File: config.mk
export PLATFORM = sky130hd
export DESIGN_NAME = pc_unit_flat
export DESIGN_NICKNAME = d
export VERILOG_FILES = /design/src/rtl/pc_unit_if.sv /design/src/rtl/pc_unit.sv /design/src/flat_wrapper.sv
export SDC_FILE = /design/constraint.sdc
export NUM_CORES = 1
export LEC_CHECK = 0
export CORE_AREA = 5 5 63 121
export DETAILED_ROUTE_END_ITERATION = 16
export DIE_AREA = 0 0 68 126
export PLACE_DENSITY = 0.88
export SKIP_LAST_GASP = 1
export SLEW_MARGIN = 20
export SYNTH_ARGS = -nofsm -noshare
export SYNTH_HDL_FRONTEND = slang
export SYNTH_SLANG_ARGS = --single-unit
File: constraint.sdc
create_clock -name clk -period 3.7 [get_ports clk]
set_input_delay 0.37 -clock clk [delete_from_list [all_inputs] [get_ports clk]]
set_output_delay 0.37 -clock clk [all_outputs]
set_load 0.01 [all_outputs]
File: src/rtl/pc_unit_if.sv
// Control/address bundle between the control unit and pc_unit.
// master = control side (drives redirects), slave = pc_unit.
interface pc_unit_if #(
    parameter int unsigned WIDTH = 32
);
    logic             stall;
    logic             branch_taken;
    logic [WIDTH-1:0] branch_target;
    logic             jump;
    logic [WIDTH-1:0] jump_target;
    logic             call;
    logic             ret;
    logic [WIDTH-1:0] pc;
    logic [WIDTH-1:0] pc_plus;
    logic             ras_empty;
    logic             ras_full;
    logic             ras_overflow;
    logic             ras_underflow;

    modport master (
        output stall, branch_taken, branch_target, jump, jump_target, call, ret,
        input  pc, pc_plus, ras_empty, ras_full, ras_overflow, ras_underflow
    );

    modport slave (
        input  stall, branch_taken, branch_target, jump, jump_target, call, ret,
        output pc, pc_plus, ras_empty, ras_full, ras_overflow, ras_underflow
    );
endinterface

File: src/rtl/pc_unit.sv
// Program counter with sequential/branch/jump/return next-pc selection.
// Define PC_UNIT_RAS_EN to compile in the circular return-address stack.
module pc_unit #(
    parameter int unsigned     WIDTH        = 32,
    parameter int unsigned     STEP         = 4,
    parameter logic [WIDTH-1:0] RESET_VECTOR = '0,
    parameter int unsigned     RAS_DEPTH    = 4
) (
    input  logic    clk,
    input  logic    rst,
    pc_unit_if.slave bus
);
    logic [WIDTH-1:0] pc_q;
    logic [WIDTH-1:0] pc_plus;
    logic [WIDTH-1:0] pc_next;

    assign pc_plus     = pc_q + WIDTH'(STEP);
    assign bus.pc      = pc_q;
    assign bus.pc_plus = pc_plus;

`ifdef PC_UNIT_RAS_EN
    localparam int unsigned PTR_W = $clog2(RAS_DEPTH);
    localparam int unsigned CNT_W = $clog2(RAS_DEPTH + 1);

    logic [WIDTH-1:0] stack [RAS_DEPTH];
    logic [PTR_W-1:0] wr_ptr;   // next free slot; top of stack is wr_ptr-1
    logic [CNT_W-1:0] count;
    logic             overflow_q;
    logic             underflow_q;
    logic             is_empty;
    logic             is_full;
    logic             do_pop;
    logic             do_push;
    logic [WIDTH-1:0] ras_top;

    assign is_empty = (count == '0);
    assign is_full  = (count == CNT_W'(RAS_DEPTH));
    assign ras_top  = stack[wr_ptr - PTR_W'(1)];

    // A return always beats a simultaneous call: the pop happens, the push is dropped.
    assign do_pop  = !bus.stall && bus.ret && !is_empty;
    assign do_push = !bus.stall && bus.jump && bus.call && !do_pop;

    always_comb begin
        // NOTE: default first so every path assigns pc_next and no latch is inferred.
        pc_next = pc_q;
        if (!bus.stall) begin
            if (do_pop)                pc_next = ras_top;
            else if (bus.jump)         pc_next = bus.jump_target;
            else if (bus.branch_taken) pc_next = bus.branch_target;
            else                       pc_next = pc_plus;
        end
    end

    always_ff @(posedge clk or posedge rst) begin
        if (rst) begin
            pc_q        <= RESET_VECTOR;
            wr_ptr      <= '0;
            count       <= '0;
            overflow_q  <= 1'b0;
            underflow_q <= 1'b0;
        end else begin
            pc_q        <= pc_next;
            overflow_q  <= do_push && is_full;
            underflow_q <= !bus.stall && bus.ret && is_empty;
            if (do_pop) begin
                wr_ptr <= wr_ptr - PTR_W'(1);
                count  <= count - CNT_W'(1);
            end else if (do_push) begin
                // Circular: on full the pointer still advances over the oldest entry.
                wr_ptr <= wr_ptr + PTR_W'(1);
                if (!is_full) count <= count + CNT_W'(1);
            end
        end
    end

    // NOTE: stack storage is not reset; count alone defines which entries are valid.
    always_ff @(posedge clk) begin
        if (do_push) stack[wr_ptr] <= pc_plus;
    end

    assign bus.ras_empty     = is_empty;
    assign bus.ras_full      = is_full;
    assign bus.ras_overflow  = overflow_q;
    assign bus.ras_underflow = underflow_q;
`else
    logic unused_ras_ctl;
    assign unused_ras_ctl = ^{bus.call, bus.ret, (RAS_DEPTH > 1)};

    always_comb begin
        pc_next = pc_q;
        if (!bus.stall) begin
            if (bus.jump)              pc_next = bus.jump_target;
            else if (bus.branch_taken) pc_next = bus.branch_target;
            else                       pc_next = pc_plus;
        end
    end

    always_ff @(posedge clk or posedge rst) begin
        if (rst) pc_q <= RESET_VECTOR;
        else     pc_q <= pc_next;
    end

    assign bus.ras_empty     = 1'b1;
    assign bus.ras_full      = 1'b0;
    assign bus.ras_overflow  = 1'b0;
    assign bus.ras_underflow = 1'b0;
`endif
endmodule

File: src/flat_wrapper.sv
// flat-port wrapper written by rule: the top's interface ports become plain ports
module pc_unit_flat 
#(
    parameter int unsigned     WIDTH        = 32,
    parameter int unsigned     STEP         = 4,
    parameter logic [WIDTH-1:0] RESET_VECTOR = '0,
    parameter int unsigned     RAS_DEPTH    = 4
)
  (clk, rst, bus_stall, bus_branch_taken, bus_branch_target, bus_jump, bus_jump_target, bus_call, bus_ret, bus_pc, bus_pc_plus, bus_ras_empty, bus_ras_full, bus_ras_overflow, bus_ras_underflow);
  pc_unit_if #(.WIDTH(WIDTH)) bus_i ();
  input  logic clk;
  input  logic rst;
  input wire logic [$bits(bus_i.stall)-1:0] bus_stall;
  input wire logic [$bits(bus_i.branch_taken)-1:0] bus_branch_taken;
  input wire logic [$bits(bus_i.branch_target)-1:0] bus_branch_target;
  input wire logic [$bits(bus_i.jump)-1:0] bus_jump;
  input wire logic [$bits(bus_i.jump_target)-1:0] bus_jump_target;
  input wire logic [$bits(bus_i.call)-1:0] bus_call;
  input wire logic [$bits(bus_i.ret)-1:0] bus_ret;
  output wire logic [$bits(bus_i.pc)-1:0] bus_pc;
  output wire logic [$bits(bus_i.pc_plus)-1:0] bus_pc_plus;
  output wire logic [$bits(bus_i.ras_empty)-1:0] bus_ras_empty;
  output wire logic [$bits(bus_i.ras_full)-1:0] bus_ras_full;
  output wire logic [$bits(bus_i.ras_overflow)-1:0] bus_ras_overflow;
  output wire logic [$bits(bus_i.ras_underflow)-1:0] bus_ras_underflow;
  assign bus_i.stall = bus_stall;
  assign bus_i.branch_taken = bus_branch_taken;
  assign bus_i.branch_target = bus_branch_target;
  assign bus_i.jump = bus_jump;
  assign bus_i.jump_target = bus_jump_target;
  assign bus_i.call = bus_call;
  assign bus_i.ret = bus_ret;
  assign bus_pc = bus_i.pc;
  assign bus_pc_plus = bus_i.pc_plus;
  assign bus_ras_empty = bus_i.ras_empty;
  assign bus_ras_full = bus_i.ras_full;
  assign bus_ras_overflow = bus_i.ras_overflow;
  assign bus_ras_underflow = bus_i.ras_underflow;
  pc_unit #(.WIDTH(WIDTH), .STEP(STEP), .RESET_VECTOR(RESET_VECTOR), .RAS_DEPTH(RAS_DEPTH)) u_core (.clk(clk), .rst(rst), .bus(bus_i));
endmodule
* After elaboration in Yosys (flattened, before gate mapping)
Index checks and enable logic that the tools add are counted.
** Word-level totals
- Bits in read-only memories :: 0
- Flip-flop bits (word level) :: 32
- Logic and storage cells :: 4
- Memories :: 0
- Latch bits :: 0
- Output and inout port bits :: 68
- Input port bits :: 71
- RAM bits :: 0
** Operators by class
- $mul :: 0
- Divide/modulo/power cells :: 0
- Equality and inequality tests :: 0
- Bitwise operators :: 0
- Reduce and logical (&&, ||, !) cells :: 0
- $add $sub $neg :: 1
- Mux-type cells :: 2
- Shift-type cells :: 0
- $lt $le $gt $ge :: 0
** Operator list (count)
- $mux 32 :: 2
- $add 32x3->32 const B :: 1

* Longest topological paths before layout
Gate-level depths: netlist of run 1.
- Word-level depth :: 3
- Depth in mapped cells :: 6
- Gate-level depth less buffers :: 5

* Worst setup path after synthesis of run 1
No wires, ideal clock.
- Path type :: register -> output
- Start point :: register u_core.pc_q[6], in the netlist u_core.bus.pc[6]
- End point :: output port bus_pc_plus[23]
- Path buffers :: 2
- Stages on the path, launching flop included :: 7
- Arrival time :: 1809 ps
- Required time :: 3330 ps
- Setup slack :: 1521 ps
- Path through :: dfrtp_1 buf_2 nand4_4 buf_6 nor4_1 and3_1 xor2_1
** Between the ends
- Longest elaborated chain between the ends :: 1
** RTL lines
- start, declared :: line pc_unit.sv:13 : logic [WIDTH-1:0] pc_q;
- start signal, assigned :: line pc_unit.sv:101 : else pc_q <= pc_next;
- $add 32x3->32 :: line pc_unit.sv:17 : assign pc_plus = pc_q + WIDTH'(STEP);
- end, declared :: line flat_wrapper.sv:21 : output wire logic [$bits(bus_i.pc_plus)-1:0] bus_pc_plus;
No other way between the ends.

* Final worst setup path of run 1
- Start point :: register u_core.pc_q[2], in the netlist u_core.bus.pc[2]
- End point :: output port bus_pc_plus[22]
Same word-level chain as after synthesis.

==> impl.org, run 1 <==
** Critical path
- In this run the register-to-register setup slack is ~1.4 ns.
- In this run the worst path has a maximum fanout of 8.
- The signal on the critical path passes through ha_1 > nand3_2 > nor4_4 > nand2_1 > xnor2_1 > clkdlybuf4s50_1.
- Among all stages on the critical path, the largest delay is contributed by sky130_fd_sc_hd__nor4_4.
- The worst setup path is launched from a register.
- Together, buffers and inverters on the worst path number 1.
- The worst setup path is of the register to output pin kind.
- Cell class contributing the biggest share of worst-path delay :: simple AND/OR/NAND/NOR gates
- Required time worst endpoint :: 3.33 ns
- Max incr delay on CP :: about 0.61 ns
- Critical Path AT :: 2.86 ns
- The worst setup path is captured at an output pin.

** Final layout
- Fillcell total :: 576
- The area growth from synthesis to layout is 52.5%.
- Share of post-route cells with drive strength above 1 :: 0.0862
- # diodes :: 0
- The finished cells cover 4230 sq um.
- Fin cells :: ~530
- For this run, the post-layout net count is 513.
- The register with the most flip-flops in the layout has 32 of them.

** GRT
- For this run, global-route usage on met1 was measured as 0.259.
- Overall global routing resource usage :: 0.235
- Largest net degree at the start of global routing :: 61
- In this run the most used layer during global routing was met2.
- In the global route stage, met2 resource usage came out at 0.407.
- Leftover overflow at the end of global routing :: 0
- Vias in the first global route :: 3142
- Wire length of the first global-routing pass :: 15700 um
- Number of antenna violations at the first check in global routing :: 0
- For this run, global-route usage on met3 was measured as 0.0463.

** Timing
- Setup violations remaining at the end of the flow were counted as 0.
- Min Tclk post-route :: 3.23 ns
- Worst max-slew margin expressed relative to the limit :: 0.271
- Hold timing on the final database bottoms out at a slack of 0.502 ns.
- Setup repair after global routing left no endpoint under its margin.
- Timing would allow up to roughly 310 MHz.
- Final count of pins violating max slew :: 0
- Sum Neg Setup Slack :: 0 ns
- At the pin with the least slew margin, the transition time is 1.09 ns.
- The final number of hold-violating endpoints came to 0.
- In the post-route analysis, the smallest setup slack over all paths is 0.475 ns.
- Maximum clock skew at final layout :: 0.00304 ns
- Period Utilization, post-route :: 0.872

** Clock tree
- TritonCTS buffer count :: 5
- Counting every sink on the clock net gives 32.
- The H-tree was split into 2 levels.
- Clock transition at path regs :: 0.05 ns
- Post-CTS timing repair inserted 0 buffers for setup.
- Latest clock arrival within the worst-skew pair :: 0.27 ns
- The tree is rooted in a sky130_fd_sc_hd__clkbuf_16.
- CTS tree :: done
- Post-cts gate resize count :: 0
- Hold repair after CTS inserted 0 buffers.
- Maximum buffer depth of the clock tree :: 2

** Drt
- DRT antenna net count :: 0
- Number of optimization iterations in the first detailed-route pass :: 6
- Routed vias/inst :: about 6.0
- Number of vias after detailed routing :: 3149
- Detailed Route Iter0 Violations :: 329
- In the routed design, unresolved DRC markers number 0.
- Wirelength per Cell :: 18.9 um
- Sum of routed wire length over all layers :: 9980 um

** Floorplanning
- The die is 68 um wide.
- Io pins :: 139
- After floorplanning, the core was divided into 42 placement rows.
- Die area :: 8570 sq um
- Initial core utilization :: 0.422
- Die H :: between 100 and 150 um
- Floorplan Core Area :: 6570 sq um

** Pwr
- Total power divided by cell area :: roughly 340 nW/um^2
- Clock share of power :: 0.271
- Summed over all nets, the switching power comes to about 0.00047 W.
- Sequential share of power :: 0.347
- Leakage power total :: 1.68 nW
- Of the total power, the share spent switching nets is 0.330.
- Share of total power in combinational logic :: 0.382
- P_int :: 0.000964 W
- Worst VDD drop :: 0.226 mV

** Synth
- Area of the mapped netlist :: approximately 2800 sq um
- Number of synthesized register bits :: 32
- Of the post-synthesis cell area, the dominant cell type holds 0.289.
- Ys flop type :: sky130_fd_sc_hd__dfrtp_1
- For this run, the number of Yosys warnings is 0.
- Counting distinct cell types in the post-synthesis netlist gives between 60 and 70.
- Counting instances in the post-synthesis netlist gives the leading cell types as 32 x sky130_fd_sc_hd__dfrtp_1, 29 x sky130_fd_sc_hd__o21ai_0, 28 x sky130_fd_sc_hd__nand2_1, 23 x sky130_fd_sc_hd__clkbuf_1, 18 x sky130_fd_sc_hd__nor2_1.
- In this run, synthesis inferred 0 flip-flops with an integrated enable.
- Avg Cell Area, Syn :: 8.44 sq um
- After technology mapping, the gate count stands at 329.
- The biggest area contributor in the post-synthesis netlist is sky130_fd_sc_hd__dfrtp_1.
- The share of the Yosys chip area taken by registers is 0.289.
- Share of synthesized flip-flops with an asynchronous set or reset :: 1.00
- sky130_fd_sc_hd__dfrtp_1 is the most common cell in the netlist.
- Ranked by total cell area, the synthesized netlist is headed by sky130_fd_sc_hd__dfrtp_1 29%, sky130_fd_sc_hd__xnor2_1 5.4%, sky130_fd_sc_hd__o21ai_0 5.2%.

** Worst hold path
- The min-delay analysis places its worst path in the category input port to asynchronous set/reset pin.

** Run status
- The flow ran to the end, and the final reports show no timing, DRC or antenna violations.

** Place
- The count of buffers added on input and output ports is 132.
- Gpl congestion :: around 0.86
- Post-placement cell area :: 4100 sq um
- HPWL after detailed placement :: 7410 um
- Cells after DPL :: between 500 and 600
- OpenSTA, run right after detailed placement, puts the worst setup slack at 0.810 ns.

** Job
- Max-cap violation count :: 0
==> power by group through the flow <==
stage                     Clock (W)  Combinational, W  Sequential [W]
after floorplan                   0          0.000253        0.000481
after global placement            0          0.000541        0.000497
after detailed placement          0          0.000551        0.000502
after CTS                  0.000393          0.000554        0.000496
after global routing       0.000410          0.000589        0.000510
final                      0.000390          0.000549        0.000500
==> layer usage <==
layer | share of wire | vias up
li1 | - | 1461
met1 | 0.36 | 1508
met2 | 0.54 | 147
met3 | 0.070 | 33
met4 | 0.036 | 0
met5 | 0 | -
==> layout by cell type, fill, tap and decap left out, types with 8 or more instances in the layout <==
cell / Yosys / layout
sky130_fd_sc_hd__a22oi_1: 15 / 15
sky130_fd_sc_hd__and3_1: 8 / 8
sky130_fd_sc_hd__buf_4: 6 / 8
sky130_fd_sc_hd__clkdlybuf4s50_1: 0 / 131
sky130_fd_sc_hd__dfrtp_1: 32 / 32
sky130_fd_sc_hd__nand2_1: 28 / 28
sky130_fd_sc_hd__nor2_1: 18 / 18
sky130_fd_sc_hd__nor3_1: 13 / 13
sky130_fd_sc_hd__o21ai_0: 29 / 29
sky130_fd_sc_hd__xnor2_1: 17 / 17
sky130_fd_sc_hd__xor2_1: 10 / 10
==> kinds of logic (layout without fill, tap and decap cells) <==
logic type / Yosys count / count (layout) / share of synthesized area
simple gates: 113 / 113 / 0.258
compound gates: 105 / 105 / 0.273
buf+inv: 45 / 155 / 0.0735
flops: 32 / 32 / 0.289
xor+xnor: 27 / 27 / 0.0852
mux: 4 / 4 / 0.0144
other cells: 2 / 4 / 0.00271
fa+ha+maj: 1 / 1 / 0.00451
==> cell type report <==
class                      instances  area [sq um]  area share
timing repair buffer             140          1380       0.325
inverter                           8          30.0     0.00710
clock buffer                       6           129      0.0305
sequential                        32           801       0.189
multi-input combinational        254          1780       0.421
tap                               88           110      0.0260
clock inverter                     1          5.00     0.00118
==> tightest hold or removal path, cell delays in order <==
cell	delay (ns)
sky130_fd_sc_hd__clkdlybuf4s50_1	0.40
sky130_fd_sc_hd__inv_1	0.05
sky130_fd_sc_hd__buf_4	0.39
==> per-stage QoR <==
step,power [W],utilization
floorplan,0.000734,-
global placement,0.00104,0.624
detailed placement,0.00105,0.624
CTS,0.00144,0.644
global route,0.00151,0.644
finish,0.00144,0.644
==> path summary, 6_finish.rpt <==
check,from,endpoint,depth (start not counted)
min,rst,u_core.bus.pc[0],3
max in group asynchronous,rst,u_core.bus.pc[28],3
max reg2reg,u_core.bus.pc[2],u_core.bus.pc[20],5
min reg2reg,u_core.bus.pc[0],u_core.bus.pc[0],2
max,u_core.bus.pc[2],bus_pc_plus[22],6
min in group clk,u_core.bus.pc[0],u_core.bus.pc[0],2
Power figures use the tool's default switching activity.
==> run 2, diff against run 1 <==
--- a/config.mk
+++ b/config.mk
@@ -5,10 +5,10 @@
 export SDC_FILE = /design/constraint.sdc
 export NUM_CORES = 1
 export LEC_CHECK = 0
-export CORE_AREA = 5 5 63 121
+export CORE_AREA = 5 5 68 131
 export DETAILED_ROUTE_END_ITERATION = 16
-export DIE_AREA = 0 0 68 126
-export PLACE_DENSITY = 0.88
+export DIE_AREA = 0 0 73 136
+export PLACE_DENSITY = 0.8
 export SKIP_LAST_GASP = 1
 export SLEW_MARGIN = 20
 export SYNTH_ARGS = -nofsm -noshare
==> constraint.sdc (replaced) <==
create_clock -name clk -period 2.6 [get_ports clk]
set_input_delay 0.26 -clock clk [delete_from_list [all_inputs] [get_ports clk]]
set_output_delay 0.26 -clock clk [all_outputs]
set_load 0.01 [all_outputs]
==> run 2 against run 1 <==
Effect of this change:
- clock power is 40% higher
- highest routed layer unchanged
- final area is 9.1% higher
- die area is 16% higher
- sequential share of layout area is 1.4 points lower
- non-clock buffer count is 40 higher
- combinational power is 67% higher
- via count is 3.7% higher
- critical endpoint is now bus_pc_plus[23]
- utilization is 5.5 points lower
- largest power group unchanged
- global-route usage is 3.4 points lower
- first-iteration DRC count is 7.3% higher
- total power is 48% higher
- sequential power is 33% higher
==> impl.org, run 2 (synthesized netlist as in run 1, its figures left out) <==
** Timing
- Period Utilization, post-route :: 0.975
- RSZ-0062 raised after global routing :: true
- The total count of max-transition violations in the final report is 0 (unchanged).
- The final number of hold-violating endpoints is 0 (unchanged).
- Final number of setup-violating endpoints :: 0 (unchanged)
- The remaining max-slew budget at the tightest pin came to 0.606 (+0.335).
- The worst hold slack across all endpoints came to 0.384 ns (-0.118 ns).
- Transition time at the pin with the least slew margin :: 0.587 ns (-0.502 ns)
- For this run, the top clock speed supported by timing is 395 MHz.
- Min Tclk post-route :: 2.53 ns
- The worst clock skew came to 0.00291 ns (-0.000129 ns).

** Floorplanning
- The full die area is 9930 sq um (+16%).
- Io pins :: 139 (unchanged)
- Horizontal die dimension :: 73 um (+7.4%)
- Floorplan Core Area :: 7830 sq um (+19%)
- The vertical extent of the die is 136 um (+7.9%).
- Initial core utilization :: 0.355 (-0.0679)
- The cell row count was 46 (+9.5%).

** Drt
- Sum of routed wire length over all layers :: 10000 um (+0.18%)
- Wirelength per Cell :: 17.3 um (-8.2%)
- The residual antenna-violating net count after detailed routing came to 0 (unchanged).
- The routed via count was 3266 (+3.7%).
- Number of optimization iterations in the first detailed-route pass :: 7 (+1)
- Detailed-route DRC error count :: 0 (unchanged)
- Routed vias/inst :: 5.66 (-4.9%)
- Detailed Route Iter0 Violations :: 353 (+7.3%)

** Critical path
- For this design, the slowest cell found on the critical path is sky130_fd_sc_hd__clkdlybuf4s50_1.
- Max incr delay on CP :: 0.56 ns (-0.05 ns)
- Cell-by-cell listing of the critical path :: nand4_4 > nor4_2 > buf_4 > and3_1 > xor2_1 > clkdlybuf4s50_1
- Sort of element at the start of the critical path :: register
- Capture point of the worst reg-to-reg path :: u_core.bus.pc[20]
- Required time worst endpoint :: 2.34 ns (-0.99 ns)
- Startpoint of the worst-slack reg-to-reg timing path :: u_core.bus.pc[2]
- Worst-case register-to-register setup slack :: 0.72 ns (-0.67 ns)
- The cell depth of the worst flop-to-flop path was 6 (+1).
- The critical path data arrival time is 2.27 ns (-0.59 ns).
- STA classifies the critical path endpoint as an output pin.
- The peak fanout along the critical path is 4 (-4).
- The setup path with the least slack is of type register to output pin.

** Final layout
- Share of post-route cells with drive strength above 1 :: 0.187 (+0.101)
- The library cell used most frequently in the layout, excluding fill and tap cells, is sky130_fd_sc_hd__clkdlybuf4s50_1.
- The number of nets in the layout was 553 (+7.8%).
- The flip-flop count of the largest register after layout was 32 (unchanged).
- The top cell types in the final layout, fill and taps aside, are 121 x sky130_fd_sc_hd__clkdlybuf4s50_1, 48 x sky130_fd_sc_hd__buf_4, 29 x sky130_fd_sc_hd__o21ai_0.
- The total inserted antenna cells was 0 (unchanged).
- The final standard cell utilization of the core came to 0.590 (-0.0545).
- The final cell count without fillers is 577 (+9.1%).
- Area Growth Syn to Fin :: 66.3%

** GRT
- Global routing usage on met3 :: 0.0607 (+0.0143)
- Met1 Usage GRT :: 0.257 (-0.00238)
- Wire length of the first global-routing pass :: 16000 um (+1.9%)
- Global routing met2 resource utilization :: 0.318 (-0.0892)
- The global-route usage over all layers came to 0.200 (-0.0341).
- The maximum number of pins on one net before global-route repair was 40 (-34%).
- The number of global-route vias before repair was 3279 (+4.4%).
- The layer flagged by global routing as most heavily used is met2.
- Number of antenna violations at the first check in global routing :: 0 (unchanged)
- The global route total overflow was 0 (unchanged).

** Place
- Count of buffers inserted at the top-level ports :: 132 (unchanged)
- The placer's final routability congestion estimate was 0.813 (-5.7%).
- HPWL after detailed placement :: 7220 um (-2.5%)
- Cells after DPL :: 555 (+6.3%)

** Pwr
- The worst supply voltage drop on vdd was 0.320 mV (+42%).
- P_int :: 0.00143 W (+49%)
- Total power divided by cell area :: 461 nW/um^2 (+36%)
- Switching power as a share of total power :: 0.325 (-0.00447)
- The total net switching power is 0.000692 W (+46%).
- Share of total power in combinational logic :: 0.431 (+0.049)
- The leakage power came to 1.96 nW (+17%).
- The portion of total power attributed to sequential cells is 0.312 (-0.035).
- The part of the power in the clock network was 0.257 (-0.014).

** Clock tree
- TritonCTS buffer count :: 5 (unchanged)
- The clock-pin slew on the worst setup and hold paths was 0.05 ns (about the same).
- Number of sinks on the clock net :: 32 (unchanged)
- The maximum clock insertion buffer count is 2 (unchanged).
- TritonCTS built the clock tree.
- Clock tree synthesis selected as its root buffer the cell sky130_fd_sc_hd__clkbuf_16.
- The number of levels in the clock H-tree came to 2 (unchanged).
- Latest clock arrival within the worst-skew pair :: 0.27 ns (about the same)
- The number of hold buffers added after CTS is 0 (unchanged).

** Run status
- Outcome :: finished clean

** Worst hold path
- The worst hold path belongs to the class input port to asynchronous set/reset pin.

** Job
- Max-cap violation count :: 0 (unchanged)
-- run 2: changes by cell type in the layout (fill, tap and decap cells not counted), sizes merged --
| cell | change |
|---|---|
| buf | +40 |
| clkdlybuf4s50 | -10 |
| dlymetal6s2s | +7 |
| dlygate4sd2 | +3 |
-- run 2: cell type report --
cell class / instances / area (sq um)
Fill cell: 686 / 3210
Multi-Input combinational cell: 254 / 1830
Timing Repair Buffer: 180 / 1690
Sequential cell: 32 / 811
Clock buffer: 6 / 129
Tap cell: 96 / 120
Inverter: 8 / 30.0
Clock inverter: 1 / 5.00
-- run 2: metal layers --
layer  vias to the layer above  share of wire
li1                       1539              -
met1                      1514           0.40
met2                       198           0.47
met3                        15           0.11
met4                         0          0.016
met5                         -              0
-- run 2: power by group through the flow --
| stage | clock network [W] | registers (W) | logic, W |
|---|---|---|---|
| after detailed placement | 0 | 0.000666 | 0.000882 |
| after floorplan | 0 | 0.000685 | 0.000360 |
| after global placement | 0 | 0.000662 | 0.000874 |
| after global routing | 0.000577 | 0.000676 | 0.000989 |
| final | 0.000547 | 0.000663 | 0.000917 |
| after CTS | 0.000553 | 0.000662 | 0.000901 |
-- run 2: worst max-delay path by stage --
stage                      from         endpoint  cells past startpoint
6_report       u_core.bus.pc[2]  bus_pc_plus[23]                      6
5_1_grt        u_core.bus.pc[8]  bus_pc_plus[23]                      6
4_1_cts        u_core.bus.pc[3]  bus_pc_plus[22]                      7
3_5_place_dp   u_core.bus.pc[3]  bus_pc_plus[28]                      7
3_3_place_gp   u_core.bus.pc[3]  bus_pc_plus[28]                      7
2_1_floorplan  u_core.bus.pc[6]  bus_pc_plus[23]                      6
-- run 2: worst max-delay path: cells and delay by family, from the launching register on --
kind	cells	cell delay (ns)
xor+xnor	1	0.15
buf+inv	2	0.74
flops	1	0.41
simple gates	3	0.68
-- run 2: metrics by stage --
stage	instance area, sq um	TNS [ns]	setup slack [ns]	total power [W]
after floorplan	2780	0	0.531	0.00104
after global placement	4300	0	0.178	0.00154
after detailed placement	4300	0	0.141	0.00155
after CTS	4520	-0.0909	-0.0514	0.00212
after global routing	4620	-0.00767	-0.00767	0.00224
final	4620	0	0.0653	0.00213
-- run 2: what timing repair did --
action / CTS / global route
setup endpoints to repair: 16 / 16
gates resized for setup: 11 / 15
setup buffers: 9 / 6
pin swaps: 2 / 1
